## config.mk

```make
export PLATFORM = sky130hd
export DESIGN_NAME = spi_reg_slave
export DESIGN_NICKNAME = d
export VERILOG_FILES = /design/src/rtl/spi_reg_pkg.sv /design/src/rtl/spi_shift_reg.sv /design/src/rtl/spi_reg_slave.sv
export SDC_FILE = /design/constraint.sdc
export NUM_CORES = 1
export LEC_CHECK = 0
export CAP_MARGIN = 20
export CORE_MARGIN = 2
export CORE_UTILIZATION = 50
export CTS_CLUSTER_DIAMETER = 30
export DETAILED_ROUTE_END_ITERATION = 8
export HOLD_SLACK_MARGIN = 0.12
export PLACE_DENSITY = 0.66
export SYNTH_ARGS = -nofsm -noshare
export SYNTH_HDL_FRONTEND = slang
export SYNTH_SLANG_ARGS = --single-unit
```

## constraint.sdc

```tcl
create_clock -name sclk -period 5.4 [get_ports sclk]
set_input_delay 0.81 -clock sclk [delete_from_list [all_inputs] [get_ports sclk]]
set_output_delay 0.81 -clock sclk [all_outputs]
set_load 0.005 [all_outputs]
```

## src/rtl/spi_reg_pkg.sv

```systemverilog
`default_nettype none
// ============================================================================
// Module   : spi_reg_pkg
// Purpose  : Shared FSM state type, command encodings and bit-order helper
//            for the SPI register-file slave.
// Revision : 1.0
// ============================================================================
package spi_reg_pkg;

    typedef enum logic [1:0] {
        CMD     = 2'd0,
        WR_DATA = 2'd1,
        RD_DATA = 2'd2
    } spi_state_t;

    localparam logic CMD_WRITE = 1'b1;
    localparam logic CMD_READ  = 1'b0;

    // Register bit index of the n-th bit on the wire for the chosen bit order.
    function automatic int bit_idx(input bit msb_first, input int width, input int n);
        return msb_first ? (width - 1 - n) : n;
    endfunction

endpackage
`default_nettype wire

```

## src/rtl/spi_shift_reg.sv

```systemverilog
`default_nettype none
// ============================================================================
// Module   : spi_shift_reg
// Purpose  : DATA_W serial-in/serial-out shifter with clear, parallel load
//            and shift enable; bit order set by MSB_FIRST.
// Revision : 1.0
// ============================================================================
module spi_shift_reg
    import spi_reg_pkg::*;
#(
    parameter int DATA_W    = 8,
    parameter bit MSB_FIRST = 1'b1
) (
    input  logic              clk_i,
    input  logic              rst_ni,
    input  logic              clr_i,
    input  logic              load_i,
    input  logic [DATA_W-1:0] load_data_i,
    input  logic              shift_en_i,
    input  logic              ser_i,
    output logic [DATA_W-1:0] nxt_o,
    output logic              ser_o
);

    localparam int c_out_idx = bit_idx(MSB_FIRST, DATA_W, 0);

    logic [DATA_W-1:0] sr_q;
    logic [DATA_W-1:0] w_shifted;

    generate
        if (MSB_FIRST) begin : g_msb_first
            assign w_shifted = {sr_q[DATA_W-2:0], ser_i};
        end else begin : g_lsb_first
            assign w_shifted = {ser_i, sr_q[DATA_W-1:1]};
        end
    endgenerate

    always_ff @(posedge clk_i or negedge rst_ni) begin
        if (!rst_ni) begin
            sr_q <= '0;
        end else if (clr_i) begin
            sr_q <= '0;
        end else if (load_i) begin
            sr_q <= load_data_i;
        end else if (shift_en_i) begin
            sr_q <= w_shifted;
        end
    end

    // nxt_o lets the receiver commit a word on the same edge as its last bit.
    assign nxt_o = w_shifted;
    assign ser_o = sr_q[c_out_idx];

endmodule
`default_nettype wire

```

## src/rtl/spi_reg_slave.sv

```systemverilog
`default_nettype none
// ============================================================================
// Module   : spi_reg_slave
// Purpose  : Mode-0 SPI slave fronting a 2**ADDR_W x DATA_W register file
//            with burst auto-increment and a write-notify strobe.
//            Define SPI_MISO_TRISTATE_EN to float miso while deselected.
// Revision : 1.0
// ============================================================================
module spi_reg_slave
    import spi_reg_pkg::*;
#(
    parameter int DATA_W    = 8,
    parameter int ADDR_W    = 4,
    parameter bit MSB_FIRST = 1'b1
) (
    input  logic              sclk,
    input  logic              rst_n,
    input  logic              ssel,
    input  logic              mosi,
    output logic              miso,
    output logic              wr_valid,
    output logic [ADDR_W-1:0] wr_addr,
    output logic [DATA_W-1:0] wr_data,
    output logic              busy
);

    localparam int c_depth       = 2 ** ADDR_W;
    localparam int c_cnt_max     = (ADDR_W > DATA_W - 1) ? ADDR_W : DATA_W - 1;
    localparam int c_cnt_w       = $clog2(c_cnt_max + 1);
    localparam int c_addr_in_idx = bit_idx(MSB_FIRST, ADDR_W, ADDR_W - 1);

    localparam logic [c_cnt_w-1:0] c_cnt_addr_last = c_cnt_w'(ADDR_W);
    localparam logic [c_cnt_w-1:0] c_cnt_data_last = c_cnt_w'(DATA_W - 1);
    localparam logic [c_cnt_w-1:0] c_cnt_one       = c_cnt_w'(1);
    localparam logic [ADDR_W-1:0]  c_addr_one      = ADDR_W'(1);

    spi_state_t         state_q,    state_d;
    logic [c_cnt_w-1:0] cnt_q,      cnt_d;
    logic [ADDR_W-1:0]  addr_q,     addr_d;
    logic               rw_q,       rw_d;
    logic               wr_valid_q, wr_valid_d;
    logic [ADDR_W-1:0]  wr_addr_q,  wr_addr_d;
    logic [DATA_W-1:0]  wr_data_q,  wr_data_d;

    logic [DATA_W-1:0]  mem_q [c_depth];

    logic [ADDR_W-1:0]  w_addr_shift;
    logic [ADDR_W-1:0]  w_addr_inc;
    logic               w_mem_we;
    logic               w_rx_shift;
    logic [DATA_W-1:0]  w_rx_word;
    logic               w_rx_ser;
    logic               w_tx_load;
    logic               w_tx_shift;
    logic [DATA_W-1:0]  w_tx_load_data;
    logic [DATA_W-1:0]  w_tx_nxt;
    logic               w_tx_bit;
    logic               w_unused;

    // Address as it will look once the bit currently on mosi is shifted in.
    always_comb begin
        w_addr_shift                = MSB_FIRST ? (addr_q << 1) : (addr_q >> 1);
        w_addr_shift[c_addr_in_idx] = mosi;
    end

    assign w_addr_inc = addr_q + c_addr_one;

    always_ff @(posedge sclk or negedge rst_n) begin
        if (!rst_n) begin
            state_q    <= CMD;
            cnt_q      <= '0;
            addr_q     <= '0;
            rw_q       <= 1'b0;
            wr_valid_q <= 1'b0;
            wr_addr_q  <= '0;
            wr_data_q  <= '0;
        end else begin
            state_q    <= state_d;
            cnt_q      <= cnt_d;
            addr_q     <= addr_d;
            rw_q       <= rw_d;
            wr_valid_q <= wr_valid_d;
            wr_addr_q  <= wr_addr_d;
            wr_data_q  <= wr_data_d;
        end
    end

    always_comb begin
        state_d        = state_q;
        cnt_d          = cnt_q;
        addr_d         = addr_q;
        rw_d           = rw_q;
        wr_valid_d     = 1'b0;
        wr_addr_d      = wr_addr_q;
        wr_data_d      = wr_data_q;
        w_mem_we       = 1'b0;
        w_rx_shift     = 1'b0;
        w_tx_load      = 1'b0;
        w_tx_shift     = 1'b0;
        w_tx_load_data = '0;

        if (ssel) begin
            state_d = CMD;
            cnt_d   = '0;
        end else begin
            case (state_q)
                CMD: begin
                    if (cnt_q == '0) begin
                        rw_d  = mosi;
                        cnt_d = c_cnt_one;
                    end else begin
                        addr_d = w_addr_shift;
                        if (cnt_q == c_cnt_addr_last) begin
                            cnt_d          = '0;
                            state_d        = (rw_q == CMD_WRITE) ? WR_DATA : RD_DATA;
                            w_tx_load      = (rw_q == CMD_READ);
                            w_tx_load_data = mem_q[w_addr_shift];
                        end else begin
                            cnt_d = cnt_q + c_cnt_one;
                        end
                    end
                end

                WR_DATA: begin
                    w_rx_shift = 1'b1;
                    if (cnt_q == c_cnt_data_last) begin
                        w_mem_we   = 1'b1;
                        wr_valid_d = 1'b1;
                        wr_addr_d  = addr_q;
                        wr_data_d  = w_rx_word;
                        addr_d     = w_addr_inc;
                        cnt_d      = '0;
                    end else begin
                        cnt_d = cnt_q + c_cnt_one;
                    end
                end

                RD_DATA: begin
                    // Last bit of the word is already on miso; stage the next word.
                    if (cnt_q == c_cnt_data_last) begin
                        addr_d         = w_addr_inc;
                        w_tx_load      = 1'b1;
                        w_tx_load_data = mem_q[w_addr_inc];
                        cnt_d          = '0;
                    end else begin
                        w_tx_shift = 1'b1;
                        cnt_d      = cnt_q + c_cnt_one;
                    end
                end

                default: begin
                    state_d = CMD;
                    cnt_d   = '0;
                end
            endcase
        end
    end

    always_ff @(posedge sclk or negedge rst_n) begin
        if (!rst_n) begin
            for (int i = 0; i < c_depth; i++) begin
                mem_q[i] <= '0;
            end
        end else if (w_mem_we) begin
            mem_q[addr_q] <= w_rx_word;
        end
    end

    spi_shift_reg #(
        .DATA_W    (DATA_W),
        .MSB_FIRST (MSB_FIRST)
    ) u_rx_shift (
        .clk_i       (sclk),
        .rst_ni      (rst_n),
        .clr_i       (ssel),
        .load_i      (1'b0),
        .load_data_i ({DATA_W{1'b0}}),
        .shift_en_i  (w_rx_shift),
        .ser_i       (mosi),
        .nxt_o       (w_rx_word),
        .ser_o       (w_rx_ser)
    );

    spi_shift_reg #(
        .DATA_W    (DATA_W),
        .MSB_FIRST (MSB_FIRST)
    ) u_tx_shift (
        .clk_i       (sclk),
        .rst_ni      (rst_n),
        .clr_i       (ssel),
        .load_i      (w_tx_load),
        .load_data_i (w_tx_load_data),
        .shift_en_i  (w_tx_shift),
        .ser_i       (1'b0),
        .nxt_o       (w_tx_nxt),
        .ser_o       (w_tx_bit)
    );

    assign w_unused = ^{w_rx_ser, w_tx_nxt};

`ifdef SPI_MISO_TRISTATE_EN
    assign miso = ssel ? 1'bz : w_tx_bit;
`else
    assign miso = ssel ? 1'b0 : w_tx_bit;
`endif

    assign wr_valid = wr_valid_q;
    assign wr_addr  = wr_addr_q;
    assign wr_data  = wr_data_q;
    assign busy     = (state_q != CMD);

endmodule
`default_nettype wire

```

==> results.json, run 1 <==
{
  "status": "finished clean",
  "dpl.hpwl_um": 14610,
  "fin_nets": 650,
  "seq_area_frac_synth_pct": 46.87,
  "synthArstFlopShare_pct": 100.0,
  "setup_tns_ns": 0,
  "clk_latency_ns": 0.44,
  "slew_headroom_pct": 34.82,
  "clk_pin_slew_ns": 0.07,
  "post_cts_buffers": 0,
  "overflow": 0,
  "slowest_delay_ns": 0.78,
  "hold_viol": 0,
  "drc": 0,
  "critPathCaptureType": "flip-flop",
  "htreeDepth": 4,
  "wirelength_um": 22400,
  "intPower_mw": 2.431,
  "cts_resized": 0,
  "fin_cells": 873,
  "avgSynthCellArea_sq_um": 13.76,
  "antenna_cells_inserted": 0,
  "p_per_area_mw_per_mm2": 358.2,
  "power_frac_comb_pct": 23.9,
  "antenna_found_initial": 0,
  "place_congestion": 0.8939,
  "dp_cells": 840,
  "synth-seq-cells": 166,
  "p_leak_nw": 4.493,
  "ir_drop_v": 0.0002277,
  "min_period_over_period_pct": 63.61,
  "fmaxAchievable_mhz": 291.1,
  "ioPinCount": 19,
  "maxSlewViolCount": 0,
  "cp.required_ns": 5.72,
  "clockRootBuffer": "clkbuf_16",
  "path_class": "reg2reg",
  "synth_edf_count": 0,
  "setup_viol": 0,
  "finalInstanceArea_sq_mm": 0.009719,
  "p_clk_share_pct": 37.9,
  "ys_types": 49,
  "grt_pass1_wl_um": 35540,
  "swShare_pct": 30.20,
  "firstDrtPassIters": 5,
  "final_util_pct": 56.19,
  "netSwitchingPower_mw": 1.051,
  "die_area_sq_mm": 0.01881,
  "min_period_ns": 3.435,
  "ys.flop_type": "dfrtp_1",
  "synthesis.nets": 659,
  "placed_cell_area_sq_mm": 0.009056,
  "std_cell_rows": 48,
  "cap_violations": 0,
  "synthCells": 644,
  "core_sq_mm": 0.01730,
  "io_buffers": 18,
  "fin_skew_ns": 0.01210,
  "arrival_ns": 3.75,
  "r2r_slack_ns": 1.96,
  "cp_cell_sequence": "buf_4, ha_1, xor2_4, mux4_2, nor2_1, nor3_1, o31a_1",
  "grtUsageTotal_pct": 25.95,
  "cts_tree": "yes",
  "area_delta_synth_final_pct": 9.671,
  "ys.warnings.count": 0,
  "cp-start-kind": "flip-flop",
  "ctsLongestPathBuffers": 2,
  "crit_slowest_cell": "xor2_4",
  "syn_area_sq_mm": 0.008862,
  "max_slew.worst_pin.slew_ns": 0.9778,
  "grt_max_degree": 75,
  "hp-class": "in2async",
  "seqPwrFrac_pct": 38.2,
  "chipWidth_um": 137.1,
  "layout-drive-gt1-share_pct": 36.57,
  "grt_pass1_vias": 5831,
  "drtIter0Drc": 401,
  "ant_nets": 0,
  "cts_buffers": 17,
  "wire_per_inst_um": 25.66,
  "die_h_um": 137.1,
  "cts_sinks": 166,
  "via_per_inst": 6.440,
  "cts_hold_buffers": 0,
  "start_util_pct": 51.24,
  "critPathMaxFanout": 55,
  "dr_total_vias": 5622,
  "rsz0062_at_grt": "false"
}
==> per-stage QoR <==
stage                     setup WS (ns)  hold WS [ns]  power (mW)
final                             1.965        0.2890       3.482
after floorplan                   2.650        0.4670       2.071
after global routing              1.764        0.3138       3.619
after detailed placement          1.651        0.4623       2.167
after CTS                         1.915        0.2925       3.484
after global placement            1.671        0.4602       2.146
==> path summary, 6_finish.rpt <==
path | cells after the start | to | from
max | 7 | u_tx_shift.sr_q[1]$_DFFE_PN0P_ | addr_q[0]$_DFFE_PN0P_
min in group sclk | 2 | wr_data[2]$_DFFE_PN0P_ | wr_data[2]$_DFFE_PN0P_
min | 1 | mem_q[120]$_DFFE_PN0P_ | rst_n
max reg2reg | 7 | u_tx_shift.sr_q[1]$_DFFE_PN0P_ | addr_q[0]$_DFFE_PN0P_
max in group asynchronous | 2 | addr_q[0]$_DFFE_PN0P_ | rst_n
min reg2reg | 2 | wr_data[2]$_DFFE_PN0P_ | wr_data[2]$_DFFE_PN0P_
==> metal layers <==
layer | global-route usage (%) | vias up | part of all wire (%) | wire length [um]
met5 | 0 | - | 0 | 0
met4 | 8.648 | 0 | 2.5 | 567
met3 | 5.889 | 35 | 5.5 | 1227
met2 | 39.99 | 189 | 47 | 10580
met1 | 36.63 | 3010 | 45 | 10030
li1 | - | 2388 | - | -
==> power groups by stage <==
| stage | clock network [mW] | logic, mW | registers, mW |
|---|---|---|---|
| 2_1_floorplan | 0 | 0.761 | 1.31 |
| 3_3_place_gp | 0 | 0.798 | 1.35 |
| 3_5_place_dp | 0 | 0.819 | 1.35 |
| 4_1_cts | 1.34 | 0.820 | 1.33 |
| 5_1_grt | 1.39 | 0.896 | 1.33 |
| 6_report | 1.32 | 0.833 | 1.33 |
==> kinds of logic (layout without fill, tap and decap cells) <==
kind of cell,Yosys count,count (layout),synth area share [%]
simple gates,131,131,6.734
xor+xnor,2,2,0.4095
flops,166,166,46.87
compound gates,52,52,4.377
mux,220,220,36.19
fa+ha+maj,11,11,1.553
buf+inv,62,66,3.868
==> state kept, by name, indices dropped and copies added, names as in the netlist <==
register and cells:
addr_q 4, cnt_q 3, mem_q 128, rw_q 1
state_q 2, u_rx_shift.sr_q 7, u_tx_shift.sr_q 8, wr_addr 4
wr_data 8, wr_valid 1
==> critical path, delay by kind of cell (launching register included) <==
family,cells,cell delay [ns]
xor gates and xnor gates,1,0.78
buffers and inverters,1,0.73
adders and majority gates,1,0.52
muxes,1,0.42
DFF,1,0.36
AOI/OAI and AO/OA,1,0.31
and+or+nand+nor,2,0.18
==> synth_stat cells (3+ instances only) <==
cell | instances | area, sq um
buf_2 | 14 | 70.07
mux2_1 | 6 | 67.56
clkbuf_1 | 23 | 86.33
nand2_2 | 4 | 25.02
o211a_1 | 5 | 50.05
a21oi_1 | 6 | 30.03
dfrtp_1 | 166 | 4154
ha_1 | 11 | 137.6
mux4_2 | 55 | 1239
nor2_1 | 33 | 123.9
nand3_1 | 4 | 20.02
a32oi_1 | 3 | 26.28
buf_4 | 8 | 60.06
nand2_1 | 65 | 244.0
o21ai_0 | 3 | 15.01
and2_1 | 5 | 31.28
and3_1 | 5 | 31.28
mux2i_1 | 20 | 200.2
a22oi_1 | 14 | 105.1
o31a_1 | 6 | 52.55
inv_1 | 9 | 33.78
o31ai_1 | 4 | 30.03
mux2_2 | 130 | 1464
buf_6 | 4 | 45.04
mux4_1 | 9 | 236.5
a31oi_1 | 4 | 25.02
==> cell usage in the layout, fill, tap and decap left out, drive strengths merged, types with 2 or more instances in the layout <==
master	synthesis	final
nand2	69	69
dfrtp	166	166
and2	5	5
buf	29	8
xor2	2	2
nor2	33	33
o31ai	4	4
o211a	5	5
and3	5	5
a21oi	6	6
clkdlybuf4s50	0	16
a22oi	14	14
nor3	3	3
nand3	5	5
inv	10	11
mux4	64	64
nand3b	2	2
clkbuf	23	22
ha	11	11
a32oi	3	3
nor4	3	3
nor2b	2	2
mux2	136	136
bufinv	0	4
o31a	6	6
clkinvlp	0	3
o21ai	5	5
mux2i	20	20
clkinv	0	2
a31oi	4	4
==> final cells by class <==
class | count | area, sq um
Clock inverter | 10 | 168.9
Timing Repair Buffer | 24 | 234.0
Sequential cell | 166 | 4155
Clock buffer | 22 | 474.2
Inverter | 10 | 37.54
Fill cell | 1381 | 7577
Tap cell | 225 | 281.5
Multi-Input combinational cell | 416 | 4368
Power figures use the tool's default switching activity.
==> run 2: changes to the inputs <==
==> constraint.sdc (replaced) <==
create_clock -name sclk -period 3.55 [get_ports sclk]
set_input_delay 0.5325 -clock sclk [delete_from_list [all_inputs] [get_ports sclk]]
set_output_delay 0.5325 -clock sclk [all_outputs]
set_load 0.005 [all_outputs]
==> run 2 against run 1 <==
Against the previous run:
- maximum frequency is 18% higher
- sequential cell count unchanged
- non-clock buffer count rose by 8
- die area unchanged
- hold slack improved by 0.18 ns
==> results.json, run 2 (same netlist as run 1, synthesis figures left out) <==
{
  "wire_per_inst_um": 23.79,
  "max_slew.worst_pin.slew_ns": 0.9309,
  "arrival_ns": 3.20,
  "grtUsageTotal_pct": 24.25,
  "place_congestion": 0.8902,
  "cts_sinks": 166,
  "wl_met1_um": 8825,
  "maxSlewViolCount": 0,
  "grt_pass1_wl_um": 33380,
  "met3_length_um": 965,
  "slowest_delay_ns": 0.76,
  "hp-class": "reg2reg",
  "ioPinCount": 19,
  "regMostFlops": "mem_q",
  "ctsLongestPathBuffers": 2,
  "finalInstanceArea_sq_mm": 0.009741,
  "layout-drive-gt1-share_pct": 36.85,
  "cap_violations": 0,
  "cp_cell_sequence": "ha_1, xor2_4, mux4_2, mux2i_1, o211a_1, a31oi_1",
  "r2r_slack_ns": 0.63,
  "p_leak_nw": 4.507,
  "placed_cell_area_sq_mm": 0.009141,
  "htreeDepth": 4,
  "path_class": "reg2reg",
  "dr.max_layer_used": "met4",
  "cts_tree": "yes",
  "setup_tns_ns": 0,
  "drtIter0Drc": 391,
  "p_total_mw": 5.231,
  "fin_skew_ns": 0.009836,
  "fin_nets": 658,
  "ir_drop_v": 0.0007025,
  "die_h_um": 137.1,
  "cts_buffers": 17,
  "via_per_inst": 6.392,
  "route.met2.wl_um": 10430,
  "drc": 0,
  "clk_latency_ns": 0.43,
  "largest_reg_flops": 128,
  "final_util_pct": 56.32,
  "final_cell_mix": "dfrtp_1, mux2_2, nand2_1",
  "core_sq_mm": 0.01730,
  "status": "finished clean",
  "start_util_pct": 51.24,
  "critPathMaxFanout": 21,
  "fmaxAchievable_mhz": 342.7,
  "clk_pin_slew_ns": 0.06,
  "dr_total_vias": 5619,
  "cp-start-kind": "flip-flop",
  "overflow": 0,
  "grt_pass1_vias": 5848,
  "cts_resized": 0,
  "crit_slowest_cell": "xor2_4",
  "firstDrtPassIters": 5,
  "die_area_sq_mm": 0.01881,
  "fillers": 1405,
  "min_period_ns": 2.918,
  "dpl.hpwl_um": 14000,
  "chipWidth_um": 137.1,
  "wirelength_um": 20910,
  "io_buffers": 18,
  "critPathCaptureType": "flip-flop",
  "p_per_area_mw_per_mm2": 537.1,
  "clockRootBuffer": "clkbuf_16",
  "slew_headroom_pct": 37.84,
  "std_cell_rows": 48,
  "grt_max_degree": 71,
  "layout_commonest_cell": "dfrtp_1",
  "rsz0062_at_grt": "false",
  "cp.required_ns": 3.84,
  "antenna_found_initial": 0,
  "antenna_cells_inserted": 0,
  "min_period_over_period_pct": 82.20,
  "setup_viol": 0,
  "ant_nets": 0,
  "area_delta_synth_final_pct": 9.911,
  "hold_viol": 0
}
-- run 2: cell types whose count changed in the layout (fill, tap and decap cells not counted), sizes merged --
cell         before  now
dlygate4sd3       0    1
clkinvlp          3    4
bufinv            4    3
buf               8   15
inv              11   10
clkinv            2    1
-- run 2: worst paths after layout --
path                                              from                              to  cells past startpoint
worst max-delay path             addr_q[1]$_DFFE_PN0P_  u_tx_shift.sr_q[4]$_DFFE_PN0P_                      6
worst min-delay path            wr_data[7]$_DFFE_PN0P_          wr_data[7]$_DFFE_PN0P_                      2
worst max register to register   addr_q[1]$_DFFE_PN0P_  u_tx_shift.sr_q[4]$_DFFE_PN0P_                      6
worst min register to register  wr_data[7]$_DFFE_PN0P_          wr_data[7]$_DFFE_PN0P_                      2
max in group asynchronous                        rst_n  u_tx_shift.sr_q[5]$_DFFE_PN0P_                      3
min in group asynchronous                        rst_n          mem_q[120]$_DFFE_PN0P_                      2
-- run 2: power by group --
group | total [mW] | switching [mW] | internal (mW)
sequential | 2.02 | 0.0910 | 1.93
combinational | 1.34 | 0.782 | 0.558
clock | 1.87 | 0.736 | 1.13
-- run 2: critical path: cells and delay by family, from the launching register on --
kind	cells	cell delay (ns)
xor gates and xnor gates	1	0.76
adders and majority gates	1	0.52
muxes	2	0.68
DFF	1	0.56
AOI/OAI and AO/OA	2	0.24
-- run 2: what timing repair did --
action | 4_1_cts | 5_1_grt
hold endpoints to repair | 58 | 0
hold buffers | 1 | 0
setup buffers | 0 | 0
-- run 2: layout make-up --
class	instances	area, sq um	area share (%)
multi-input cells	416	4368	44.84
flip-flops and latches	166	4155	42.66
clock buffers	22	464.2	4.766
repair buffers	32	309.0	3.173
well taps	225	281.5	2.890
clock inverters	8	125.1	1.285
inverters	10	37.54	0.3854
-- run 2: per-stage QoR --
stage | setup slack [ns] | hold WS [ns] | cells
6_report | 0.6320 | 0.4715 | 879
5_1_grt | 0.5491 | 0.4979 | 879
4_1_cts | 0.6636 | 0.4765 | 879
3_5_place_dp | 0.6976 | 0.4608 | 848
3_3_place_gp | 0.6971 | 0.4605 | 848
2_1_floorplan | 0.7995 | 0.2369 | 644
-- run 2: routing by layer --
layer	track usage, %	vias up
met5	0	-
met4	11.28	0
met3	3.852	48
met2	39.72	199
met1	31.86	2982
li1	-	2390
==> patch, RTL diff (config.mk and constraints of run 2) <==
`ADDR_W`: 4 -> 2.
--- a/src/rtl/spi_reg_slave.sv
+++ b/src/rtl/spi_reg_slave.sv
@@ -11,5 +11,5 @@
 #(
     parameter int DATA_W    = 8,
-    parameter int ADDR_W    = 4,
+    parameter int ADDR_W    = 2,
     parameter bit MSB_FIRST = 1'b1
 ) (
Ports: changed (resized wr_addr); port bits go from 19 to 17. No check against the original RTL was run, so the function may have changed too.
==> patch against run 2 <==
- design area is 61% lower
- clock power down 65%
- sequential cell count down 100
- synthesized area shrank 62%
- sequential share of layout area increased by 1.4 points
- worst setup slack gained 0.62 ns
- wire length down 69%
- non-clock buffer count down 11
- total power down 66%
==> patch: results (changes against run 2) <==
[clock_network]
cts-root-buf = clkbuf_8
cts.clk_slew.worst_paths_ns = 0.08  ; +0.02 ns
clk_latency_ns = 0.35  ; -0.08 ns

[synthesis]
yosys-top-cells-count = dfrtp_1 (66), nand2_1 (34), mux2_2 (27), inv_1 (16), nor2_1 (15)
synth_xor_area_share_pct = 0  ; -0.41 points
muxShareOfSynthArea_pct = 26.1  ; -10 points
synth_fa_ha_area_share_pct = 4.49  ; +2.9 points
synth_nets = 273  ; -59%
synth.distinct_cells = 34  ; -31%
synth-compound-area-share_pct = 6.97  ; +2.6 points
yosysSeqAreaShare_pct = 49.4  ; +2.6 points
synthTopCellsByArea = dfrtp_1 (49%), mux2_2 (9.1%), mux4_1 (7.9%)

[timing]
skew_ns = 0.00909  ; -0.000744 ns
fmax_mhz = 435  ; +27%
holdWs_ns = 0.233  ; -0.238 ns

[status]
status = completed

[setup_path]
slowest_stage = dfrtp_1
endpoint = mem_q[23]
crit_family = buffers and inverters
arrival_ns = 2.53  ; -0.67 ns
r2r_slack_ns = 1.25  ; +0.62 ns
timing.rr.start = state_q[1]

[routing]
drt_pass1_iterations = 4  ; -1
wl_per_cell_um = 18.2  ; -23%
vias_per_cell = 5.70  ; -11%

[grt]
grt_pass1_wl_um = 11200  ; -67%
first_global_vias = 2139  ; -63%
grt_usage_pct = 20.1  ; -4.1 points

[place]
placed_cell_area_um2 = 3550  ; -61%
dpl_worst_slack_ns = 0.999  ; +0.302 ns
hpwlAfterDp_um = 4370  ; -69%
routabilityCongestion = 0.767  ; -14%

[power_and_ir_drop]
p_leak_nw = 1.82  ; -60%

[worst_hold_path]
hold_class = in2async

[cells_and_area]
nets = 294  ; -55%

## patch: changes by cell type after synthesis, moves of 12 or more
cell / change
mux2_2: -103
dfrtp_1: -100
mux4_2: -49
nand2_1: -31
clkbuf_1: -19
nor2_1: -18
a22oi_1: -12
buf_2: -12
## patch: layer usage
| metal | track usage, % | up-vias | routed length (um) | share of wire, % |
|---|---|---|---|---|
| li1 | - | 978 | - | - |
| met1 | 28.3 | 1033 | 3210 | 49 |
| met2 | 30.7 | 29 | 3010 | 46 |
| met3 | 5.20 | 12 | 231 | 3.5 |
| met4 | 7.07 | 0 | 111 | 1.7 |
| met5 | 0 | - | 0 | 0 |
## patch: power breakdown
part | internal [mW] | switching [mW]
combinational | 0.132 | 0.179
clock | 0.359 | 0.293
sequential | 0.773 | 0.0200
## patch: cell type report
class / instances / area (um2)
inverter: 18 / 67.6
multi-input combinational: 162 / 1540
fill: 519 / 2670
timing repair buffer: 21 / 193
sequential: 66 / 1650
clock buffer: 11 / 151
tap: 77 / 96.3
clock inverter: 5 / 52.6
